## src/rtl/alu_op_sequencer_if.sv

```systemverilog
// ID-to-EX handshake bundle for the ALU-op sequencer.
// master = instruction source / EX consumer, slave = sequencer.
interface alu_op_sequencer_if #(
   parameter int ALU_OP_W = 5,
   parameter int CNT_W    = 32
);
   logic                flush;
   logic                id_valid;
   logic                id_ready;
   logic [6:0]          opcode;
   logic [2:0]          func3;
   logic [6:0]          func7;
   logic [ALU_OP_W-1:0] alu_op;
   logic                ex_valid;
   logic                illegal;
   logic                busy;
   logic [CNT_W-1:0]    stall_cnt;

   modport master (
      output flush, id_valid, opcode, func3, func7,
      input  id_ready, alu_op, ex_valid, illegal, busy, stall_cnt
   );

   modport slave (
      input  flush, id_valid, opcode, func3, func7,
      output id_ready, alu_op, ex_valid, illegal, busy, stall_cnt
   );
endinterface

```

## src/rtl/alu_op_sequencer.sv

```systemverilog
// RV32IM ALU-op decoder with registered op code, multi-cycle MUL/DIV sequencing
// and a saturating busy-cycle counter.
module alu_op_sequencer #(
   parameter int ALU_OP_W   = 5,
   parameter int ENABLE_M   = 1,
   parameter int MUL_CYCLES = 3,
   parameter int DIV_CYCLES = 33,
   parameter int CNT_W      = 32
) (
   input  logic                clk,
   input  logic                reset,
   alu_op_sequencer_if.slave   bus
);
   localparam int MAX_CYC = (MUL_CYCLES > DIV_CYCLES) ? MUL_CYCLES : DIV_CYCLES;
   localparam int CW      = $clog2(MAX_CYC + 1);

   localparam logic [6:0] OPC_LOAD   = 7'b0000011;
   localparam logic [6:0] OPC_STORE  = 7'b0100011;
   localparam logic [6:0] OPC_JALR   = 7'b1100111;
   localparam logic [6:0] OPC_LUI    = 7'b0110111;
   localparam logic [6:0] OPC_AUIPC  = 7'b0010111;
   localparam logic [6:0] OPC_BRANCH = 7'b1100011;
   localparam logic [6:0] OPC_OP     = 7'b0110011;
   localparam logic [6:0] OPC_OPIMM  = 7'b0010011;

   localparam logic [6:0] F7_BASE = 7'b0000000;
   localparam logic [6:0] F7_ALT  = 7'b0100000;
   localparam logic [6:0] F7_MEXT = 7'b0000001;

   typedef enum logic {IDLE, BUSY} state_t;

   state_t              state, state_nx;
   logic [CW-1:0]       cnt, cnt_nx;
   logic [ALU_OP_W-1:0] op_q, op_nx;
   logic                ill_q, ill_nx;
   logic                exv_q, exv_nx;
   logic [CNT_W-1:0]    stall_q;

   logic [4:0]          dec_op;
   logic                dec_ill;
   logic [CW-1:0]       dec_lat;
   logic                accept;

   // Register-register base ops indexed by func3 (also OP_IMM except shifts)
   function automatic logic [4:0] base_op(input logic [2:0] f3);
      case (f3)
         3'b000:  base_op = 5'd0;   // ADD
         3'b001:  base_op = 5'd5;   // SLL
         3'b010:  base_op = 5'd8;   // SLT
         3'b011:  base_op = 5'd9;   // SLTU
         3'b100:  base_op = 5'd4;   // XOR
         3'b101:  base_op = 5'd6;   // SRL
         3'b110:  base_op = 5'd3;   // OR
         default: base_op = 5'd2;   // AND
      endcase
   endfunction

   always_comb begin
      dec_op  = 5'd0;
      dec_ill = 1'b0;
      dec_lat = CW'(1);
      case (bus.opcode)
         OPC_LOAD:
            dec_ill = !(bus.func3 inside {3'b000, 3'b001, 3'b010, 3'b100, 3'b101});
         OPC_STORE:
            dec_ill = !(bus.func3 inside {3'b000, 3'b001, 3'b010});
         OPC_JALR:
            dec_ill = (bus.func3 != 3'b000);
         OPC_LUI, OPC_AUIPC: ;
         OPC_BRANCH:
            case (bus.func3)
               3'b000:  dec_op = 5'd10;
               3'b001:  dec_op = 5'd11;
               3'b100:  dec_op = 5'd12;
               3'b101:  dec_op = 5'd13;
               3'b110:  dec_op = 5'd14;
               3'b111:  dec_op = 5'd15;
               default: dec_ill = 1'b1;
            endcase
         OPC_OP:
            if (bus.func7 == F7_BASE) begin
               dec_op = base_op(bus.func3);
            end else if (bus.func7 == F7_ALT && bus.func3 == 3'b000) begin
               dec_op = 5'd1;
            end else if (bus.func7 == F7_ALT && bus.func3 == 3'b101) begin
               dec_op = 5'd7;
            end else if (bus.func7 == F7_MEXT && ENABLE_M != 0) begin
               dec_op  = {2'b10, bus.func3};
               dec_lat = bus.func3[2] ? CW'(DIV_CYCLES) : CW'(MUL_CYCLES);
            end else begin
               dec_ill = 1'b1;
            end
         OPC_OPIMM:
            // Only the shift encodings look at func7; ADDI never becomes SUB
            if (bus.func3 == 3'b001) begin
               dec_op  = 5'd5;
               dec_ill = (bus.func7 != F7_BASE);
            end else if (bus.func3 == 3'b101) begin
               dec_op  = (bus.func7 == F7_ALT) ? 5'd7 : 5'd6;
               dec_ill = (bus.func7 != F7_BASE) && (bus.func7 != F7_ALT);
            end else begin
               dec_op = base_op(bus.func3);
            end
         default:
            dec_ill = 1'b1;
      endcase
      if (dec_ill) begin
         dec_op  = 5'd0;
         dec_lat = CW'(1);
      end
   end

   assign accept = bus.id_valid && (state == IDLE) && !bus.flush;

   always_comb begin
      state_nx = state;
      cnt_nx   = cnt;
      op_nx    = op_q;
      ill_nx   = ill_q;
      exv_nx   = 1'b0;
      case (state)
         IDLE:
            if (accept) begin
               op_nx  = ALU_OP_W'(dec_op);
               ill_nx = dec_ill;
               cnt_nx = dec_lat - CW'(1);
               if (dec_lat == CW'(1)) exv_nx = 1'b1;
               else                   state_nx = BUSY;
            end
         BUSY:
            if (bus.flush) begin
               state_nx = IDLE;
               cnt_nx   = '0;
            end else if (cnt == CW'(1)) begin
               state_nx = IDLE;
               cnt_nx   = '0;
               exv_nx   = 1'b1;
            end else begin
               cnt_nx = cnt - CW'(1);
            end
         default: state_nx = IDLE;
      endcase
   end

   always_ff @(posedge clk or posedge reset) begin
      if (reset) begin
         state <= IDLE;
         cnt   <= '0;
         op_q  <= '0;
         ill_q <= 1'b0;
         exv_q <= 1'b0;
      end else begin
         state <= state_nx;
         cnt   <= cnt_nx;
         op_q  <= op_nx;
         ill_q <= ill_nx;
         exv_q <= exv_nx;
      end
   end

   always_ff @(posedge clk or posedge reset) begin
      if (reset)                                 stall_q <= '0;
      else if (state == BUSY && stall_q != '1)   stall_q <= stall_q + CNT_W'(1);
   end

   assign bus.id_ready  = (state == IDLE);
   assign bus.busy      = (state == BUSY);
   assign bus.alu_op    = op_q;
   assign bus.illegal   = ill_q;
   assign bus.ex_valid  = exv_q;
   assign bus.stall_cnt = stall_q;
endmodule

```

## src/flat_wrapper.sv

```systemverilog
// flat-port wrapper written by rule: the top's interface ports become plain ports
module alu_op_sequencer_flat 
#(
   parameter int ALU_OP_W   = 5,
   parameter int ENABLE_M   = 1,
   parameter int MUL_CYCLES = 3,
   parameter int DIV_CYCLES = 33,
   parameter int CNT_W      = 32
)
  (clk, reset, bus_flush, bus_id_valid, bus_opcode, bus_func3, bus_func7, bus_id_ready, bus_alu_op, bus_ex_valid, bus_illegal, bus_busy, bus_stall_cnt);
  alu_op_sequencer_if #(.ALU_OP_W(ALU_OP_W), .CNT_W(CNT_W)) bus_i ();
  input  logic clk;
  input  logic reset;
  input wire logic [$bits(bus_i.flush)-1:0] bus_flush;
  input wire logic [$bits(bus_i.id_valid)-1:0] bus_id_valid;
  input wire logic [$bits(bus_i.opcode)-1:0] bus_opcode;
  input wire logic [$bits(bus_i.func3)-1:0] bus_func3;
  input wire logic [$bits(bus_i.func7)-1:0] bus_func7;
  output wire logic [$bits(bus_i.id_ready)-1:0] bus_id_ready;
  output wire logic [$bits(bus_i.alu_op)-1:0] bus_alu_op;
  output wire logic [$bits(bus_i.ex_valid)-1:0] bus_ex_valid;
  output wire logic [$bits(bus_i.illegal)-1:0] bus_illegal;
  output wire logic [$bits(bus_i.busy)-1:0] bus_busy;
  output wire logic [$bits(bus_i.stall_cnt)-1:0] bus_stall_cnt;
  assign bus_i.flush = bus_flush;
  assign bus_i.id_valid = bus_id_valid;
  assign bus_i.opcode = bus_opcode;
  assign bus_i.func3 = bus_func3;
  assign bus_i.func7 = bus_func7;
  assign bus_id_ready = bus_i.id_ready;
  assign bus_alu_op = bus_i.alu_op;
  assign bus_ex_valid = bus_i.ex_valid;
  assign bus_illegal = bus_i.illegal;
  assign bus_busy = bus_i.busy;
  assign bus_stall_cnt = bus_i.stall_cnt;
  alu_op_sequencer #(.ALU_OP_W(ALU_OP_W), .ENABLE_M(ENABLE_M), .MUL_CYCLES(MUL_CYCLES), .DIV_CYCLES(DIV_CYCLES), .CNT_W(CNT_W)) u_core (.clk(clk), .reset(reset), .bus(bus_i));
endmodule
```

## config.mk

```make
export PLATFORM = sky130hd
export DESIGN_NAME = alu_op_sequencer_flat
export DESIGN_NICKNAME = d
export VERILOG_FILES = /design/src/rtl/alu_op_sequencer_if.sv /design/src/rtl/alu_op_sequencer.sv /design/src/flat_wrapper.sv
export SDC_FILE = /design/constraint.sdc
export NUM_CORES = 1
export LEC_CHECK = 0
export CELL_PAD_IN_SITES_DETAIL_PLACEMENT = 1
export CELL_PAD_IN_SITES_GLOBAL_PLACEMENT = 2
export CORE_MARGIN = 5
export CORE_UTILIZATION = 33
export CTS_CLUSTER_DIAMETER = 100
export DETAILED_ROUTE_END_ITERATION = 16
export PLACE_DENSITY_LB_ADDON = 0.1
export SYNTH_ARGS = -nofsm -noshare
export SYNTH_HDL_FRONTEND = slang
export SYNTH_SLANG_ARGS = --single-unit
```

## constraint.sdc

```tcl
create_clock -name clk -period 3.8 [get_ports clk]
set_input_delay 0.57 -clock clk [delete_from_list [all_inputs] [get_ports clk]]
set_output_delay 0.57 -clock clk [all_outputs]
set_load 0.02 [all_outputs]
```

# == Yosys cells after proc, flatten, opt, wreduce, memory -nomap -nowiden ==
# Index checks and enable logic that the tools add are counted.
# word_totals
register_bits,46
latch_bits,0
ramBits,0
romBits,0
in_bits,21
word_cells,91
memories,0
# classes
n_addsub,3
n_mul,0
n_div,0
order_cmp,0
n_eq_ne,22
shift,0
mux,41
n_bitwise,1
n_reduce_logical,18
# op_table
operator,count
two-way mux 6 bit,10
two-way mux 5 bit,7
adder 32 x 1 -> 32 bit (second input constant),1
inequality test 32 bit (second input constant),1
== test 7 x 6 -> 1 bit (second input constant),4
case mux 4 bit (7 select lines),1
case mux 4 bit (6 select lines),1
case mux 4 bit (5 select lines),1
two-way mux 1 bit,16
case mux 5 bit (3 select lines),1
== test 7 x 5 -> 1 bit (second input constant),2
== test 7 bit (second input constant),2
== test 3 bit (second input constant),4
== test 6 x 1 -> 1 bit (second input constant),2
case mux 6 bit (2 select lines),1
subtractor 6 x 1 -> 6 bit (second input constant),2
== test 7 x 1 -> 1 bit (second input constant),1
== test 7 x 2 -> 1 bit (second input constant),1
logical NOT 7 bit,1
inequality test 7 x 6 -> 1 bit (second input constant),1
case mux 1 bit (7 select lines),1
nonzero test 7 bit,1
== test 3 x 2 -> 1 bit (second input constant),2
logical AND 1 bit,6
other kinds (11),15

# == Depth between registers and ports, before layout ==
# depth
depth_word,11
depth_mapped,8
mapped_depth_nobuf,7

# == Worst setup path before layout ==
# OpenSTA, ideal clock, no wires.
# synth_path
path_type,input port to flip-flop
startpoint,input bus_func3[2]
endpoint,"register u_core.op_q[2], in the netlist u_core.bus.alu_op[2]"
setup_ns,0.064
arrival_ns,2.442
setup_slack_ns,1.294
cell_stages,8
path_buffers,1
path_cell_list,clkbuf_1 > inv_1 > ha_1 > nor2b_1 > o31a_1 > or4_4 > a2111oi_4 > o32a_2
# synth_via
elab_chain_cells,7
# synth_lines
element,line,rtl
"start, declared",flat_wrapper.sv:17,input wire logic [$bits(bus_i.func3)-1:0] bus_func3;
== test 3 bit,--,
logical AND 1 bit,alu_op_sequencer.sv:85,end else if (bus.func7 == F7_ALT && bus.func3 == 3'b101) begin
two-way mux 1 bit / two-way mux 5 bit (equally long branches),alu_op_sequencer.sv:85,
two-way mux 1 bit / two-way mux 5 bit (equally long branches),alu_op_sequencer.sv:83,end else if (bus.func7 == F7_ALT && bus.func3 == 3'b000) begin
two-way mux 1 bit / two-way mux 5 bit (equally long branches),alu_op_sequencer.sv:81,if (bus.func7 == F7_BASE) begin
case mux 1 bit (7 select lines) / case mux 5 bit (3 select lines) (equally long branches),alu_op_sequencer.sv:62,case (bus.opcode)
two-way mux 5 bit *,alu_op_sequencer.sv:107,if (dec_ill) begin
"end signal, assigned",alu_op_sequencer.sv:155,op_q <= op_nx;
"end, declared",alu_op_sequencer.sv:34,"logic [ALU_OP_W-1:0] op_q, op_nx;"
# Mark *: on every way between the ends. The rest lies on a longest branch, timed or not.
# A chain may end at the register's enable or synchronous reset.

# == Final worst setup path ==
# layout_path
startpoint,input bus_func3[1]
endpoint,"register u_core.op_q[2], in the netlist u_core.bus.alu_op[2]"
# Same word-level chain as after synthesis.

==> metrics.md <==
| Metric | Value |
|---|---|
| Max frequency | `372.7 MHz` |
| Pwr Density | `262.3 mW/mm²` |
| Postcts setup bufs | `0` |
| Leading cell types in the layout, fill and taps excluded | `clkdlybuf4s50_1, dfrtp_1, nand2_1` |
| Post-synthesis cell type count | `55` |
| Antenna violations before repair | `0` |
| DP Wirelength | `5707 µm` |
| Max clock buf depth | `2` |
| Post-route cell area | `0.003568 mm²` |
| Sw Share | `22.98%` |
| Final net count | `377` |
| Root Buffer | `clkbuf_8` |
| Hold buffers post-CTS | `0` |
| IO Pins | `62` |
| Total CTS buffers | `5` |
| GRT overflow | `0` |
| Initial core utilization | `33.59%` |
| Antenna diodes | `0` |
| RSZ-0062 raised after global routing | `false` |
| Clock power frac | `39.4%` |
| Slew margin rel. | `34.29%` |
| Sequential Area | `0.001151 mm²` |
| HP Class | `reg -> reg` |
| Area of the multi-input gates | `0.001513 mm²` |
| Largest net degree at the start of global routing | `47` |
| DP Area | `0.003462 mm²` |
| Slew Limit Fails | `0` |
| Mapped Cells | `285` |
| Fillers | `944` |
| Sw power | `0.0002151 W` |
| Tmin final | `2.683 ns` |
| Skew final | `0.01161 ns` |
| DRC marker count from the first detailed-route iteration | `53` |
| Layout cells sized above 1 | `6.590%` |
| DIE HEIGHT | `101 µm` |
| Syn. warnings | `0` |
| Hold Startpoint | `u_core.bus.alu_op[4]` |
| Crit path kind | `in -> reg` |
| Post-cts resize count | `0` |
| H-tree levels | `2` |
| DRC Markers | `0` |
| WP buf/inv | `1` |
| Die X | `101 µm` |
| Worst VDD drop | `0.1173 mV` |
| WL final | `7528 µm` |
| Crit path cell chain | `clkdlybuf4s50_1 -> ha_1 -> nor2b_1 -> o31a_1 -> or4_4 -> a2111oi_4 -> o32a_2` |
| Seq/Total Area, Yosys | `42.12%` |
| CTS Sinks | `46` |
| CP Launch Point | `bus_func3[1]` |
| Max-Cap Viols | `0` |
| Die ar. | `0.01020 mm²` |
| Worst reg2reg startpoint | `u_core.bus.busy` |
| Synth top area cells | `dfrtp_1, xnor2_1, xor2_1` |
| Register bit total from synthesis | `46` |
| Clk slew on worst S/H paths | `0.09 ns` |
| Final setup viols | `0` |
| Fin crit share | `70.61%` |
| Crit-path leading delay family | `compound AO/OA/AOI/OAI gates` |
| 1st-pass router iterations | `4` |
| Core area | `0.008134 mm²` |
| Setup tns final | `0 ns` |
| CTS tree | `yes` |
| Pleak | `1.464 nW` |
| Routability congestion estimate | `0.8150` |
| Syn Area/Cell | `9.588 µm²` |
| Startpoint Class | `input port` |
| CP required | `4.04 ns` |
| Synth top area share | `42.12%` |
| Vias in the first global route | `2458` |
| Most common cell after layout, fill and taps aside | `clkdlybuf4s50_1` |
| Clk_lat worst skew | `0.30 ns` |
| Routed vias/inst | `5.390` |
| Main synth FF type | `dfrtp_1` |
| Final Hold Fails | `0` |
| Syn_nets | `314` |
| Worst-Margin Slew | `0.9843 ns` |
| Comb power frac | `8.1%` |
| Critical Path AT | `2.92 ns` |
| Layout area overhead | `30.59%` |
| Port-buffer cells | `61` |
| Yosys top cell by area | `dfrtp_1` |
| Seq pwr share | `52.4%` |
| Setup crit end kind | `register` |
| CP max stage delay | `0.59 ns` |
| Via count | `2447` |
| FFs w/ async S/R, synth | `100.0%` |
| First-pass GRT wire length | `12540 µm` |
| Outcome | `finished, final reports clean` |
| CP Max Fanout | `11` |
| Synthesized area | `0.002733 mm²` |
| Slowest CP cell | `clkdlybuf4s50_1` |
| DR WL/cell | `16.58 µm` |
| Internal power | `0.0007209 W` |
| Gr usage total | `15.24%` |
| Std cell rows | `33` |
| Antenna viol nets, final | `0` |
| Post-synth EDFFs | `0` |
-- power groups by stage --
stage	clock [W]	combinational, W	sequential [W]
after global routing	0.000403	0.0000849	0.000491
after CTS	0.000382	0.0000780	0.000491
after detailed placement	0	0.0000778	0.000501
after floorplan	0	0.0000349	0.000502
final	0.000369	0.0000762	0.000491
after global placement	0	0.0000775	0.000501
-- flip-flops by register name (all words and copies together), names as in the netlist --
register and cells:
u_core.bus.ex_valid 1, u_core.bus.busy 1, u_core.bus.illegal 1, u_core.bus.alu_op 5, u_core.bus.stall_cnt 32, u_core.cnt 6
-- cells by family (layout without fill, tap and decap cells) --
kind of cell,after synthesis,in the layout,share of synthesized area (%)
buffers and inverters,18,82,2.518
and+or+nand+nor,133,133,27.75
adders and majority gates,8,8,3.663
xor gates and xnor gates,30,30,9.615
DFF,46,46,42.12
AOI/OAI and AO/OA,48,48,13.55
muxes,2,2,0.7784
-- synthesized netlist by cell type (all sizes together), types with 2 or more instances --
cell,count
or3,6
nor4bb,2
a21oi,5
or4,3
xor2,13
nor2b,3
and4,3
nor4b,2
a31o,2
inv,11
clkbuf,6
and3,4
dfrtp,46
nand3b,2
nor3,16
xnor2,17
nand3,12
o31a,2
nand4,17
o32a,4
and2,6
nand2,23
o21ai,13
ha,8
a31oi,3
a2111oi,5
nor2,17
nor4,7
a22o,2
nand2b,6
-- metrics by stage --
| step | total power [W] | hold slack [ns] | std cells | util [%] | setup WS, ns |
|---|---|---|---|---|---|
| floorplan | 0.0005366 | 0.4703 | 285 | - | 1.295 |
| global placement | 0.0005780 | 0.4634 | 446 | 42.56 | 0.9008 |
| detailed placement | 0.0005784 | 0.4721 | 446 | 42.56 | 0.7991 |
| CTS | 0.0009505 | 0.4936 | 454 | 43.87 | 1.098 |
| global route | 0.0009784 | 0.5284 | 454 | 43.87 | 0.9930 |
| finish | 0.0009361 | 0.4931 | 454 | 43.87 | 1.117 |
-- routing by layer --
layer	share of wire [%]	up-vias	global-route usage [%]
met2	46	37	23.85
met4	0.68	0	3.067
met1	49	1223	21.86
li1	-	1183	-
met5	0	-	0
met3	3.6	4	3.114
-- layout make-up --
cell class,instances,share of cell area (%)
Clock buffer,7,2.139
Clock inverter,1,0.8415
Inverter,11,1.157
Multi-Input combinational cell,221,42.39
Sequential cell,46,32.26
Tap cell,105,3.682
Timing Repair Buffer,63,17.53
-- worst reg2reg max path, stage by stage, from the launching register on --
cell	delay, ns
dfrtp_1	0.50
or3b_1	0.52
or4_4	0.55
a2111oi_4	0.42
o32a_2	0.23
-- final timing paths --
kind	end	slack, ns	depth (start not counted)
min reg2reg	u_core.bus.alu_op[4]	0.49	2
max reg2reg	u_core.bus.alu_op[2]	1.52	4
max	u_core.bus.alu_op[2]	1.12	7
min in group asynchronous	u_core.cnt[3]	0.81	2
min	u_core.bus.alu_op[4]	0.49	2
max in group asynchronous	u_core.bus.stall_cnt[0]	2.36	2
Note: power is estimated with default switching activity, not from simulation.
